==> config.mk <==
export PLATFORM = sky130hd
export DESIGN_NAME = ser_tx
export DESIGN_NICKNAME = d
export VERILOG_FILES = /design/src/rtl/ser_tx_pkg.sv /design/src/rtl/ser_tx_baud.sv /design/src/rtl/ser_tx.sv
export SDC_FILE = /design/constraint.sdc
export NUM_CORES = 1
export LEC_CHECK = 0
export CAP_MARGIN = 20
export CORE_MARGIN = 5
export CORE_UTILIZATION = 29
export CTS_CLUSTER_DIAMETER = 200
export DETAILED_ROUTE_END_ITERATION = 16
export PLACE_DENSITY = 0.56
export SLEW_MARGIN = 20
export SYNTH_ARGS = -nofsm -noshare
export SYNTH_HDL_FRONTEND = slang
export SYNTH_SLANG_ARGS = --single-unit
==> constraint.sdc <==
create_clock -name clk_i -period 2.25 [get_ports clk_i]
set_input_delay 0.3375 -clock clk_i [delete_from_list [all_inputs] [get_ports clk_i]]
set_output_delay 0.3375 -clock clk_i [all_outputs]
set_load 0.02 [all_outputs]
==> src/rtl/ser_tx_pkg.sv <==
`default_nettype none
// ============================================================================
// Module   : ser_tx_pkg
// Purpose  : Shared types and helpers for the ser_tx serial transmitter.
// Revision : 1.0 - initial release
// ============================================================================
package ser_tx_pkg;

    typedef enum logic [1:0] {
        IDLE  = 2'd0,
        START = 2'd1,
        DATA  = 2'd2,
        STOP  = 2'd3
    } ser_tx_state_e;

    // Clock cycles one frame occupies, start bit through stop bit.
    function automatic int frame_cycles(input int width, input int div);
        return (width + 2) * div;
    endfunction

endpackage : ser_tx_pkg
`default_nettype wire

==> src/rtl/ser_tx_baud.sv <==
`default_nettype none
// ============================================================================
// Module   : ser_tx_baud
// Purpose  : Bit-period counter; pulses tick_o on the last cycle of each bit.
// Revision : 1.0 - initial release
// ============================================================================
module ser_tx_baud #(
    parameter int DIV = 4
) (
    input  logic clk_i,
    input  logic rst_ni,
    input  logic clr_i,
    output logic tick_o
);

    localparam int               C_CNT_W = $clog2(DIV + 1);
    localparam logic [C_CNT_W-1:0] C_LAST = C_CNT_W'(DIV - 1);
    localparam logic [C_CNT_W-1:0] C_ONE  = C_CNT_W'(1);

    logic [C_CNT_W-1:0] cnt_q;
    logic [C_CNT_W-1:0] cnt_d;
    logic               w_tick;

    assign w_tick = !clr_i && (cnt_q == C_LAST);
    assign tick_o = w_tick;

    always_comb begin
        cnt_d = cnt_q;
        if (clr_i || w_tick) begin
            cnt_d = '0;
        end else begin
            cnt_d = cnt_q + C_ONE;
        end
    end

    always_ff @(posedge clk_i or negedge rst_ni) begin
        if (!rst_ni) begin
            cnt_q <= '0;
        end else begin
            cnt_q <= cnt_d;
        end
    end

endmodule : ser_tx_baud
`default_nettype wire

==> src/rtl/ser_tx.sv <==
`default_nettype none
// ============================================================================
// Module   : ser_tx
// Purpose  : Parallel-to-serial transmitter: start bit, WIDTH data bits LSB
//            first, stop bit, each bit held for DIV clock cycles.
// Revision : 1.0 - initial release
// ============================================================================
module ser_tx
    import ser_tx_pkg::*;
#(
    parameter int WIDTH = 8,
    parameter int DIV   = 4
) (
    input  logic             clk_i,
    input  logic             rst_ni,
    input  logic [WIDTH-1:0] data_i,
    input  logic             valid_i,
    output logic             ready_o,
    output logic             ser_o,
    output logic             busy_o,
    output logic             done_o
);

    localparam int            C_BIT_W    = $clog2(WIDTH + 1);
    localparam logic [C_BIT_W-1:0] C_LAST_BIT = C_BIT_W'(WIDTH - 1);
    localparam logic [C_BIT_W-1:0] C_BIT_ONE  = C_BIT_W'(1);

    ser_tx_state_e      state_q;
    ser_tx_state_e      state_d;
    logic [WIDTH-1:0]   shreg_q;
    logic [WIDTH-1:0]   shreg_d;
    logic [C_BIT_W-1:0] bit_q;
    logic [C_BIT_W-1:0] bit_d;

    logic               w_tick;
    logic               w_baud_clr;
    logic [WIDTH-1:0]   w_shifted;

    // Counter is held clear while idle so the START bit gets a full period.
    assign w_baud_clr = (state_q == IDLE);

    ser_tx_baud #(
        .DIV (DIV)
    ) u_baud (
        .clk_i  (clk_i),
        .rst_ni (rst_ni),
        .clr_i  (w_baud_clr),
        .tick_o (w_tick)
    );

    generate
        if (WIDTH == 1) begin : g_shift_w1
            assign w_shifted = 1'b0;
        end else begin : g_shift_wn
            assign w_shifted = {1'b0, shreg_q[WIDTH-1:1]};
        end
    endgenerate

    always_comb begin
        state_d = state_q;
        shreg_d = shreg_q;
        bit_d   = bit_q;
        case (state_q)
            IDLE: begin
                if (valid_i) begin
                    shreg_d = data_i;
                    state_d = START;
                end
            end
            START: begin
                if (w_tick) begin
                    bit_d   = '0;
                    state_d = DATA;
                end
            end
            DATA: begin
                if (w_tick) begin
                    shreg_d = w_shifted;
                    bit_d   = bit_q + C_BIT_ONE;
                    if (bit_q == C_LAST_BIT) begin
                        state_d = STOP;
                    end
                end
            end
            STOP: begin
                if (w_tick) begin
                    state_d = IDLE;
                end
            end
            default: begin
                state_d = IDLE;
            end
        endcase
    end

    always_ff @(posedge clk_i or negedge rst_ni) begin
        if (!rst_ni) begin
            state_q <= IDLE;
            shreg_q <= '0;
            bit_q   <= '0;
        end else begin
            state_q <= state_d;
            shreg_q <= shreg_d;
            bit_q   <= bit_d;
        end
    end

    // Outputs decode registered state only, so they cannot glitch on inputs.
    always_comb begin
        ser_o = 1'b1;
        case (state_q)
            IDLE:    ser_o = 1'b1;
            START:   ser_o = 1'b0;
            DATA:    ser_o = shreg_q[0];
            STOP:    ser_o = 1'b1;
            default: ser_o = 1'b1;
        endcase
    end

    assign ready_o = (state_q == IDLE);
    assign busy_o  = (state_q != IDLE);
    assign done_o  = (state_q == STOP) && w_tick;

endmodule : ser_tx
`default_nettype wire

==> results of run 1 <==
critical path: cells and delay by family (launching register included):
family | cells | cell delay (ps)
and+or+nand+nor | 2 | 320
DFF | 1 | 390
adders and majority gates | 2 | 450
buffers and inverters | 1 | 310
what timing repair did:
| action | 4_1_cts | 5_1_grt |
|---|---|---|
| cloned | 0 | 0 |
| resized for setup | 3 | 1 |
| endpoints found under the setup margin | 3 | 1 |
routing by layer:
layer / vias to the layer above / part of all wire / global-route usage
met5: - / 0 / 0
met4: 0 / 0.0042 / 0.0127
met3: 2 / 0.058 / 0.0455
met2: 18 / 0.39 / 0.123
met1: 294 / 0.55 / 0.119
li1: 337 / - / -
cell type report:
type	count	area share
multi-input combinational	61	0.400
sequential	17	0.367
timing repair buffer	17	0.139
tap	44	0.0475
inverter	7	0.0227
clock buffer	3	0.0194
clock inverter	1	0.00432
flip-flops by register name, indices dropped and copies added (netlist names):
name	cells
shreg_q	8
bit_q	4
u_baud.cnt_q	3
state_q	2
path summary, 6_finish.rpt:
check | cells past startpoint | to | slack, ps
setup reg to reg | 7 | state_q[1] | 490
hold / removal | 2 | u_baud.cnt_q[2] | 360
min in group clk_i | 1 | u_baud.cnt_q[0] | 440
hold reg to reg | 1 | u_baud.cnt_q[0] | 440
setup / recovery | 5 | done_o | 160
max in group asynchronous | 2 | bit_q[1] | 1700
cell families after synthesis:
group                    Yosys count
multiplexers                       9
adder cells (fa/ha/maj)            9
buffers and inverters             10
flip-flops                        17
AO/OA/AOI/OAI                     19
AND/OR/NAND/NOR                   24
cell usage in the layout, fill, tap and decap left out, drive strengths merged, types with 2 or more instances in the layout:
master	netlist	layout
a21oi	9	9
a22o	2	2
buf	3	3
clkbuf	0	3
clkdlybuf4s50	0	10
dfrtp	17	17
dlygate4sd2	0	3
ha	9	9
inv	7	7
mux2i	8	8
nand2	4	4
nand3	3	3
nand3b	2	2
nor2	9	9
nor3	2	2
o21ai	6	6
metrics by stage:
| stage | cells | util | setup WS (ps) |
|---|---|---|---|
| 5_1_grt | 150 | 0.376 | 24.6 |
| 3_3_place_gp | 146 | 0.368 | 235 |
| 3_5_place_dp | 146 | 0.368 | 199 |
| 4_1_cts | 150 | 0.376 | 21.3 |
| 2_1_floorplan | 88 | - | 390 |
| 6_report | 150 | 0.376 | 156 |
power groups by stage:
stage	clock [W]	combinational (W)	sequential [W]
final	0.000163	0.000772	0.000514
after floorplan	0	0.000615	0.000503
after global placement	0	0.000793	0.000514
after CTS	0.000176	0.000789	0.000515
after detailed placement	0	0.000809	0.000522
after global routing	0.000189	0.000861	0.000531
==> Implementation_results.wiki, run 1 <==
{| class="wikitable"
! Metric !! Value
|-
| Status || finished, final reports clean
|-
| Placed cell area || 1130 um2
|-
| Minimum period implied by the final worst setup slack || 2090 ps
|-
| Flops & latches, synth || 17
|-
| Total detailed-routing wirelength || around 1.7 mm
|-
| Clock tree buffer depth || 2
|-
| Fin crit share || 0.931
|-
| Worst Max-Slew Pin Slew || 466 ps
|-
| CTS H-tree lvls || 1
|-
| Multi-input gate area || about 460 um2
|-
| First-iteration detailed-routing DRC count || 43
|-
| Port Buffers || 14
|-
| I/O pin count || 15
|-
| Number of enable flip-flop cells after synthesis || 0
|-
| Die footprint || between 4000 and 5000 um2
|-
| Pin count of the biggest net entering global routing || 18
|-
| Share of synthesized cell area in and, or, nand and nor gates || 0.130
|-
| Number of endpoints failing setup at the final stage || 0
|-
| Global-route wire length before repair || approximately 3.0 mm
|-
| Via/cell ratio || about 4.3
|-
| Category of the worst setup path capture point || primary output
|-
| Setup Buffers After CTS || 0
|-
| Antenna fix cells || 0
|-
| Final clock skew || 2.73 ps
|-
| Area share of the leading cell type in the synthesized netlist || 0.452
|-
| Data required time of the worst path || ~1900 ps
|-
| HPWL Detailed || 1.26 mm
|-
| Peak clock frequency supported by timing || 478 MHz
|-
| Largest incremental delay on the critical path || approximately 400 ps
|-
| Aggregate global routing overflow || 0
|-
| Leading post-synthesis cells by instance count || sky130_fd_sc_hd__dfrtp_1, sky130_fd_sc_hd__ha_1, sky130_fd_sc_hd__nor2_1, sky130_fd_sc_hd__a21oi_1, sky130_fd_sc_hd__mux2i_1
|-
| Final RePlAce weighted congestion || slightly below 0.8
|-
| Part of the total power dissipated in the clock network || 0.113
|-
| Via count of the first global-routing pass || between 600 and 700
|-
| Clock latency at the later pin of the worst-skew pair || a little under 300 ps
|-
| Largest family of logic cells by synthesized area || compound AO/OA/AOI/OAI gates
|-
| Average footprint of a synthesized cell || approximately 11 um2
|-
| Internal portion of total power || 0.000854 W
|-
| Portion of total power attributed to combinational logic || 0.533
|-
| XOR/XNOR share of the synthesized area || 0
|-
| Final non-filler cell area || ~1200 um2
|-
| Sequential fraction of design power || 0.354
|-
| Die Span Y || 67 um
|-
| Count of TritonRoute iterations in the first routing pass || 4
|-
| Path type of the worst setup path || flip-flop to primary output
|-
| Clock tree from TritonCTS || yes
|-
| Sequential-to-total area share from yosys stat || 0.452
|-
| Summed instance area of the synthesized netlist || roughly 940 um2
|-
| Final-layout fill cell count || 324
|-
| Inserted Clock Buffers || 3
|-
| Vias post-DR || between 600 and 700
|-
| Final routed DRC violation total || 0
|-
| Setup repair after global routing missed its margin || no
|-
| Cell chosen for the clock root || sky130_fd_sc_hd__clkbuf_4
|-
| Worst min-delay path category || input port to async pin
|-
| Post-Synthesis Cells || 88
|-
| Switching part of the total power || 0.410
|-
| Final-report max-slew violation count || 0
|-
| Number of antenna violations at the first check in global routing || 0
|-
| Largest fanout on the critical path || 7
|-
| Antenna-violating nets left || 0
|-
| Setup crit start || u_baud.cnt_q[0]
|-
| Total Power || roughly 0.0014 W
|-
| Cells traversed along the worst timing path || ha_1, ha_1, nor2b_4, and2_1, dlygate4sd2_1
|-
| Relative max-transition margin || 0.686
|-
| Final Hold Violating Endpoints || 0
|-
| Initial core utilization || 0.306
|-
| Predominant post-synthesis flop cell || sky130_fd_sc_hd__dfrtp_1
|-
| Critical register-to-register path startpoint || state_q[0]
|-
| Clock slew seen by the registers of the worst setup and hold paths || 100 ps
|-
| Share of post-route cells with drive strength above 1 || 0.113
|-
| Sum of negative setup slack || 0 ps
|-
| Number of distinct library cells after synthesis || 23
|-
| Dominant cells by area after synthesis || sky130_fd_sc_hd__dfrtp_1, sky130_fd_sc_hd__ha_1, sky130_fd_sc_hd__mux2i_1
|-
| Compound-cell area share of the yosys netlist || 0.141
|-
| Most repeated cell in the gate-level netlist after synthesis || sky130_fd_sc_hd__dfrtp_1
|-
| Async set or reset register ratio after synthesis || 1.00
|-
| Number of clock sinks || 17
|-
| Adder-cell share of the synthesized area || 0.120
|-
| Slowest library cell on the worst path || sky130_fd_sc_hd__dfrtp_1
|-
| Share of cell area taken by muxes after synthesis || 0.101
|-
| CTS Hold Buffers Added || 0
|-
| GRT Overall Usage || 0.0870
|-
| Number of max-capacitance violations reported || 0
|-
| Total Nets Final || 127
|-
| Yosys Warn Count || 0
|-
| Leakage component of the power || 0.527 nW
|-
| VDD IR-drop max || roughly 0.47 mV
|-
| CORE AREA || 3080 um2
|-
| Signal arrival time at the worst endpoint || ~1800 ps
|-
| Startpoint Class || flip-flop
|-
| Wire length per cell || 11.1 um
|-
| Die X || 67 um
|-
| Cell seen most often among critical-path stages || sky130_fd_sc_hd__ha_1
|-
| Area Growth Syn to Fin || 23.0%
|-
| Storage cell area || 425 um2
|-
| Total number of placement rows || 20
|-
| Library cell with the largest summed area after synthesis || sky130_fd_sc_hd__dfrtp_1
|-
| Worst hold slack || 364 ps
|-
| Pwr dens || 1250 nW/um2
|-
| Switching power of the nets || 0.000595 W
|-
| Net count after synthesis || approximately 110
|}
(Power assumes the default switching activity.)
==> run 2: changes to the inputs <==
--- a/config.mk
+++ b/config.mk
@@ -5,12 +5,13 @@
 export SDC_FILE = /design/constraint.sdc
 export NUM_CORES = 1
 export LEC_CHECK = 0
-export CAP_MARGIN = 20
+export CAP_MARGIN = 15
 export CORE_MARGIN = 5
 export CORE_UTILIZATION = 29
 export CTS_CLUSTER_DIAMETER = 200
 export DETAILED_ROUTE_END_ITERATION = 16
 export PLACE_DENSITY = 0.56
+export SKIP_CTS_REPAIR_TIMING = 1
 export SLEW_MARGIN = 20
 export SYNTH_ARGS = -nofsm -noshare
 export SYNTH_HDL_FRONTEND = slang
==> Implementation_results.wiki, run 2 (synthesis results as in run 1) <==
{| class="wikitable"
! Metric !! Value
|-
| Clock tree buffer depth || 2
|-
| Via/cell ratio || around 4.4
|-
| Total detailed-routing wirelength || 1.70 mm
|-
| Most common cell after layout, fill and taps aside || sky130_fd_sc_hd__dfrtp_1
|-
| Max reg flops || 8
|-
| Critical R2R Capture || state_q[1]
|-
| Cell count after placement || between 100 and 150
|-
| Final-report max-slew violation count || 0
|-
| Worst Max-Slew Pin Slew || between 400 and 500 ps
|-
| Leakage component of the power || between 0.5 and 0.6 nW
|-
| Count of TritonRoute iterations in the first routing pass || 4
|-
| Status || finished, final reports clean
|-
| HPWL Detailed || 1.26 mm
|-
| Final routed DRC violation total || 0
|-
| VDD IR-drop max || 0.476 mV
|-
| Final Hold Violating Endpoints || 0
|-
| Relative max-transition margin || 0.682
|-
| Commonest non-fill, non-tap cells in the layout || sky130_fd_sc_hd__dfrtp_1, sky130_fd_sc_hd__clkdlybuf4s50_1, sky130_fd_sc_hd__nor2_1, sky130_fd_sc_hd__ha_1
|-
| Data required time of the worst path || between 1500 and 2000 ps
|-
| Cell chosen for the clock root || sky130_fd_sc_hd__clkbuf_4
|-
| Pin count of the biggest net entering global routing || 18
|-
| Worst reg-to-reg path cell count || 7
|-
| Final-layout fill cell count || 323
|-
| Total Nets Final || 128
|-
| Initial core utilization || 0.306
|-
| GRT Overall Usage || 0.0870
|-
| Number of clock sinks || 17
|-
| Clock latency at the later pin of the worst-skew pair || 290 ps
|-
| Non-filler instance count after layout || 151
|-
| Number of antenna violations at the first check in global routing || 0
|-
| Port Buffers || 14
|-
| Global-route wire length before repair || 2.99 mm
|-
| Startpoint Class || flip-flop
|-
| Worst min-delay path category || input port to async pin
|-
| Largest registers || shreg_q (8), bit_q (4), u_baud.cnt_q (3)
|-
| Number of endpoints failing setup at the final stage || 0
|-
| Largest fanout on the critical path || 5
|-
| Minimum period implied by the final worst setup slack || 1970 ps
|-
| CTS H-tree lvls || 1
|-
| Signal arrival time at the worst endpoint || 1630 ps
|-
| Die X || about 67 um
|-
| Peak clock frequency supported by timing || 508 MHz
|-
| Top register by number of flip-flops || shreg_q
|-
| Fin crit share || 0.876
|-
| Setup repair after global routing missed its margin || no
|-
| Clock tree from TritonCTS || yes
|-
| Die Span Y || roughly 67 um
|-
| Inserted Clock Buffers || 3
|-
| Aggregate global routing overflow || 0
|-
| First-iteration detailed-routing DRC count || 43
|-
| Antenna-violating nets left || 0
|-
| Via count of the first global-routing pass || 666
|-
| CORE AREA || between 3000 and 4000 um2
|-
| Final RePlAce weighted congestion || approximately 0.79
|-
| Antenna fix cells || 0
|-
| Internal reg-to-reg setup slack || 400 ps
|-
| Area Growth Syn to Fin || 25.0%
|-
| Category of the worst setup path capture point || primary output
|-
| Setup crit start || u_baud.cnt_q[0]
|-
| Pwr dens || 1250 nW/um2
|-
| Total number of placement rows || 20
|-
| Clock slew seen by the registers of the worst setup and hold paths || 100 ps
|-
| Share of post-route cells with drive strength above 1 || 0.121
|-
| Total Power || between 0.001 and 0.0015 W
|-
| Vias post-DR || 658
|-
| Final clock skew || 2.21 ps
|-
| Die footprint || 4490 um2
|-
| Wire length per cell || 11.3 um
|-
| I/O pin count || 15
|-
| Path type of the worst setup path || flip-flop to primary output
|-
| Number of max-capacitance violations reported || 0
|-
| Critical register-to-register path startpoint || u_baud.cnt_q[0]
|}
## run 2: changes by cell type in the layout (fill, tap and decap cells not counted)
cell	change
sky130_fd_sc_hd__dlymetal6s2s_1	+3
sky130_fd_sc_hd__buf_4	+1
sky130_fd_sc_hd__dlygate4sd2_1	-3
## run 2: worst max-delay path by stage
| stage | slack, ps | to |
|---|---|---|
| 2_1_floorplan | 390 | state_q[1] |
| 3_3_place_gp | 240 | done_o |
| 3_5_place_dp | 200 | done_o |
| 4_1_cts | -140 | done_o |
| 5_1_grt | 190 | done_o |
| 6_report | 280 | done_o |
## run 2: cell type report
type / instances / area (um2) / share of cell area
Inverter: 7 / 26.3 / 0.0223
Clock buffer: 3 / 22.5 / 0.0191
Clock inverter: 1 / 5.00 / 0.00425
Sequential cell: 17 / 425 / 0.361
Tap cell: 44 / 55.1 / 0.0468
Timing Repair Buffer: 18 / 180 / 0.153
Multi-Input combinational cell: 61 / 463 / 0.393
## run 2: critical path: stages, from the launching register on
cell and delay, ps:
sky130_fd_sc_hd__dfrtp_1 390, sky130_fd_sc_hd__ha_1 200, sky130_fd_sc_hd__ha_1 250, sky130_fd_sc_hd__nor2b_4 160, sky130_fd_sc_hd__and2_1 150, sky130_fd_sc_hd__dlymetal6s2s_1 200
## run 2: routing by layer
metal	wire length, um	track usage	part of all wire	up-vias
li1	-	-	-	339
met1	939	0.119	0.55	301
met2	674	0.123	0.40	16
met3	83	0.0455	0.049	2
met4	7	0.0127	0.0041	0
met5	0	0	0	-
## run 2: metrics by stage
stage / utilization / setup slack (ps) / hold WS [ps] / instance area [um2] / TNS (ps)
floorplan: - / 390 / 41.9 / 942 / 0
global placement: 0.368 / 235 / 419 / 1130 / 0
detailed placement: 0.368 / 199 / 425 / 1130 / 0
CTS: 0.377 / -139 / 363 / 1160 / -209
global route: 0.383 / 189 / 364 / 1180 / 0
finish: 0.383 / 280 / 363 / 1180 / 0
## run 2: report_power, final
part	switching [W]	internal, W	leakage, nW
sequential	0.0000764	0.000437	0.203
clock	0.0000975	0.0000660	0.0177
combinational	0.000425	0.000373	0.339
==> run 3: changes to the inputs <==
--- a/config.mk
+++ b/config.mk
@@ -6,11 +6,13 @@
 export NUM_CORES = 1
 export LEC_CHECK = 0
 export CAP_MARGIN = 15
+export CORE_ASPECT_RATIO = 2
 export CORE_MARGIN = 5
 export CORE_UTILIZATION = 29
 export CTS_CLUSTER_DIAMETER = 200
 export DETAILED_ROUTE_END_ITERATION = 16
 export PLACE_DENSITY = 0.56
+export REMOVE_ABC_BUFFERS = 1
 export SKIP_CTS_REPAIR_TIMING = 1
 export SLEW_MARGIN = 20
 export SYNTH_ARGS = -nofsm -noshare
==> constraint.sdc (replaced) <==
create_clock -name clk_i -period 2.25 [get_ports clk_i]
set_input_delay 0.225 -clock clk_i [delete_from_list [all_inputs] [get_ports clk_i]]
set_output_delay 0.225 -clock clk_i [all_outputs]
set_load 0.02 [all_outputs]
==> Implementation_results.wiki, run 3 (synthesis results as in run 1) <==
{| class="wikitable"
! Metric !! Value
|-
| Max reg flops || 8
|-
| Leakage component of the power || between 0.5 and 0.6 nW
|-
| Global routing usage on met1 || 0.0911
|-
| Largest fanout on the critical path || 4
|-
| Signal arrival time at the worst endpoint || roughly 1900 ps
|-
| Internal reg-to-reg setup slack || 390 ps
|-
| Internal portion of total power || 0.000935 W
|-
| Category of the worst setup path capture point || primary output
|-
| Antenna fix cells || 0
|-
| Number of endpoints failing setup at the final stage || 0
|-
| Clock slew seen by the registers of the worst setup and hold paths || 70 ps
|-
| Peak clock frequency supported by timing || 476 MHz
|-
| Data required time of the worst path || 2030 ps
|-
| Die X || 50.3 um
|-
| Via count of the first global-routing pass || 638
|-
| Clock latency at the later pin of the worst-skew pair || 250 ps
|-
| Clock tree from TritonCTS || yes
|-
| Pwr dens || 1330 nW/um2
|-
| Final RePlAce weighted congestion || between 0.8 and 0.9
|-
| Inserted Clock Buffers || 3
|-
| Portion of total power attributed to combinational logic || 0.514
|-
| Worst Max-Slew Pin Slew || 776 ps
|-
| Total number of placement rows || 29
|-
| Total detailed-routing wirelength || 1.73 mm
|-
| Number of clock sinks || 17
|-
| Part of the total power dissipated in the clock network || 0.148
|-
| Die Span Y || between 90 and 100 um
|-
| Total Nets Final || 126
|-
| Placed cell area || 1100 um2
|-
| Relative max-transition margin || 0.481
|-
| GRT Overall Usage || 0.0788
|-
| Count of TritonRoute iterations in the first routing pass || 4
|-
| Via/cell ratio || between 4 and 5
|-
| Worst min-delay path category || input port to async pin
|-
| Most utilized layer in the global route result || met2
|-
| Status || finished, final reports clean
|-
| Vias post-DR || 672
|-
| Pin count of the biggest net entering global routing || 18
|-
| Setup repair after global routing missed its margin || no
|-
| Share of post-route cells with drive strength above 1 || 0.114
|-
| Largest registers || shreg_q (8), bit_q (4), u_baud.cnt_q (3)
|-
| Area Growth Syn to Fin || 23.1%
|-
| Number of antenna violations at the first check in global routing || 0
|-
| Global-route wire length before repair || 2.84 mm
|-
| Top register by number of flip-flops || shreg_q
|-
| Final Hold Violating Endpoints || 0
|-
| Fin crit share || 0.934
|-
| Path type of the worst setup path || flip-flop to primary output
|-
| Switching power of the nets || 0.000604 W
|-
| M2 GR Usage || 0.128
|-
| Startpoint Class || flip-flop
|-
| Sequential fraction of design power || 0.338
|-
| Wire length per cell || about 13 um
|-
| Clock tree buffer depth || 2
|-
| Final non-filler cell area || approximately 1200 um2
|-
| VDD IR-drop max || 0.529 mV
|-
| Cell chosen for the clock root || sky130_fd_sc_hd__clkbuf_8
|-
| Non-filler instance count after layout || 136
|-
| Most common cell after layout, fill and taps aside || sky130_fd_sc_hd__dfrtp_1
|-
| Number of max-capacitance violations reported || 0
|-
| Antenna-violating nets left || 0
|-
| Aggregate global routing overflow || 0
|-
| CTS H-tree lvls || 1
|-
| Port Buffers || 14
|-
| Switching part of the total power || 0.392
|-
| Cell count after placement || roughly 130
|-
| Initial core utilization || 0.298
|-
| Met3 capacity usage during global routing || 0.0231
|-
| First-iteration detailed-routing DRC count || 13
|-
| CORE AREA || 3160 um2
|-
| Commonest non-fill, non-tap cells in the layout || sky130_fd_sc_hd__dfrtp_1, sky130_fd_sc_hd__clkdlybuf4s50_1, sky130_fd_sc_hd__nor2_1
|-
| Minimum period implied by the final worst setup slack || 2100 ps
|-
| Die footprint || between 4000 and 5000 um2
|-
| Final clock skew || 4.32 ps
|-
| Final routed DRC violation total || 0
|-
| Sum of negative setup slack || 0 ps
|-
| Final-report max-slew violation count || 0
|-
| Total Power || 0.00154 W
|-
| HPWL Detailed || 1.35 mm
|-
| I/O pin count || 15
|}
[run 3: cell types whose count changed in the layout (fill, tap and decap cells not counted), sizes merged]
| cell | previous run | this run |
|---|---|---|
| clkdlybuf4s50 | 10 | 13 |
| dlymetal6s2s | 4 | 1 |
| buf | 4 | 2 |
[run 3: path summary, 6_finish.rpt]
path                            cells past startpoint               to             from
min in group clk_i                                  1  u_baud.cnt_q[0]  u_baud.cnt_q[0]
max in group asynchronous                           1  u_baud.cnt_q[1]           rst_ni
worst min register to register                      1  u_baud.cnt_q[0]  u_baud.cnt_q[0]
worst max-delay path                                4            ser_o       state_q[0]
worst max register to register                      7       state_q[1]  u_baud.cnt_q[0]
worst min-delay path                                1       shreg_q[2]           rst_ni
[run 3: power groups by stage]
stage / Clock, W / Combinational (W) / Sequential [W]
finish: 0.000228 / 0.000791 / 0.000520
global route: 0.000253 / 0.000891 / 0.000541
CTS: 0.000240 / 0.000795 / 0.000524
detailed placement: 0 / 0.000790 / 0.000530
global placement: 0 / 0.000773 / 0.000518
floorplan: 0 / 0.000578 / 0.000503
[run 3: area by class of cell]
cell class	count	area, um2
timing repair buffer	16	158
multi-input combinational	61	465
clock inverter	1	5.00
clock buffer	3	41.3
sequential	17	425
inverter	7	26.3
fill	326	2000
tap	31	38.8
[run 3: stage by stage]
stage           util  hold slack, ps  worst slack (ps)
2_1_floorplan      -           -70.6               359
6_report       0.367             424               149
5_1_grt        0.367             480              37.3
3_5_place_dp   0.349             426               221
3_3_place_gp   0.349             421               303
4_1_cts        0.363             435             -63.8
[run 3: worst max-delay path: stages (launching register included)]
cell and delay (ps):
sky130_fd_sc_hd__dfrtp_1 420, sky130_fd_sc_hd__inv_1 150, sky130_fd_sc_hd__ha_2 300, sky130_fd_sc_hd__a21oi_1 130
sky130_fd_sc_hd__clkdlybuf4s50_1 630
[run 3: metal layers]
metal  up-vias  share of wire
li1        336              -
met1       315           0.41
met2        17           0.51
met3         4          0.072
met4         0          0.016
met5         -              0
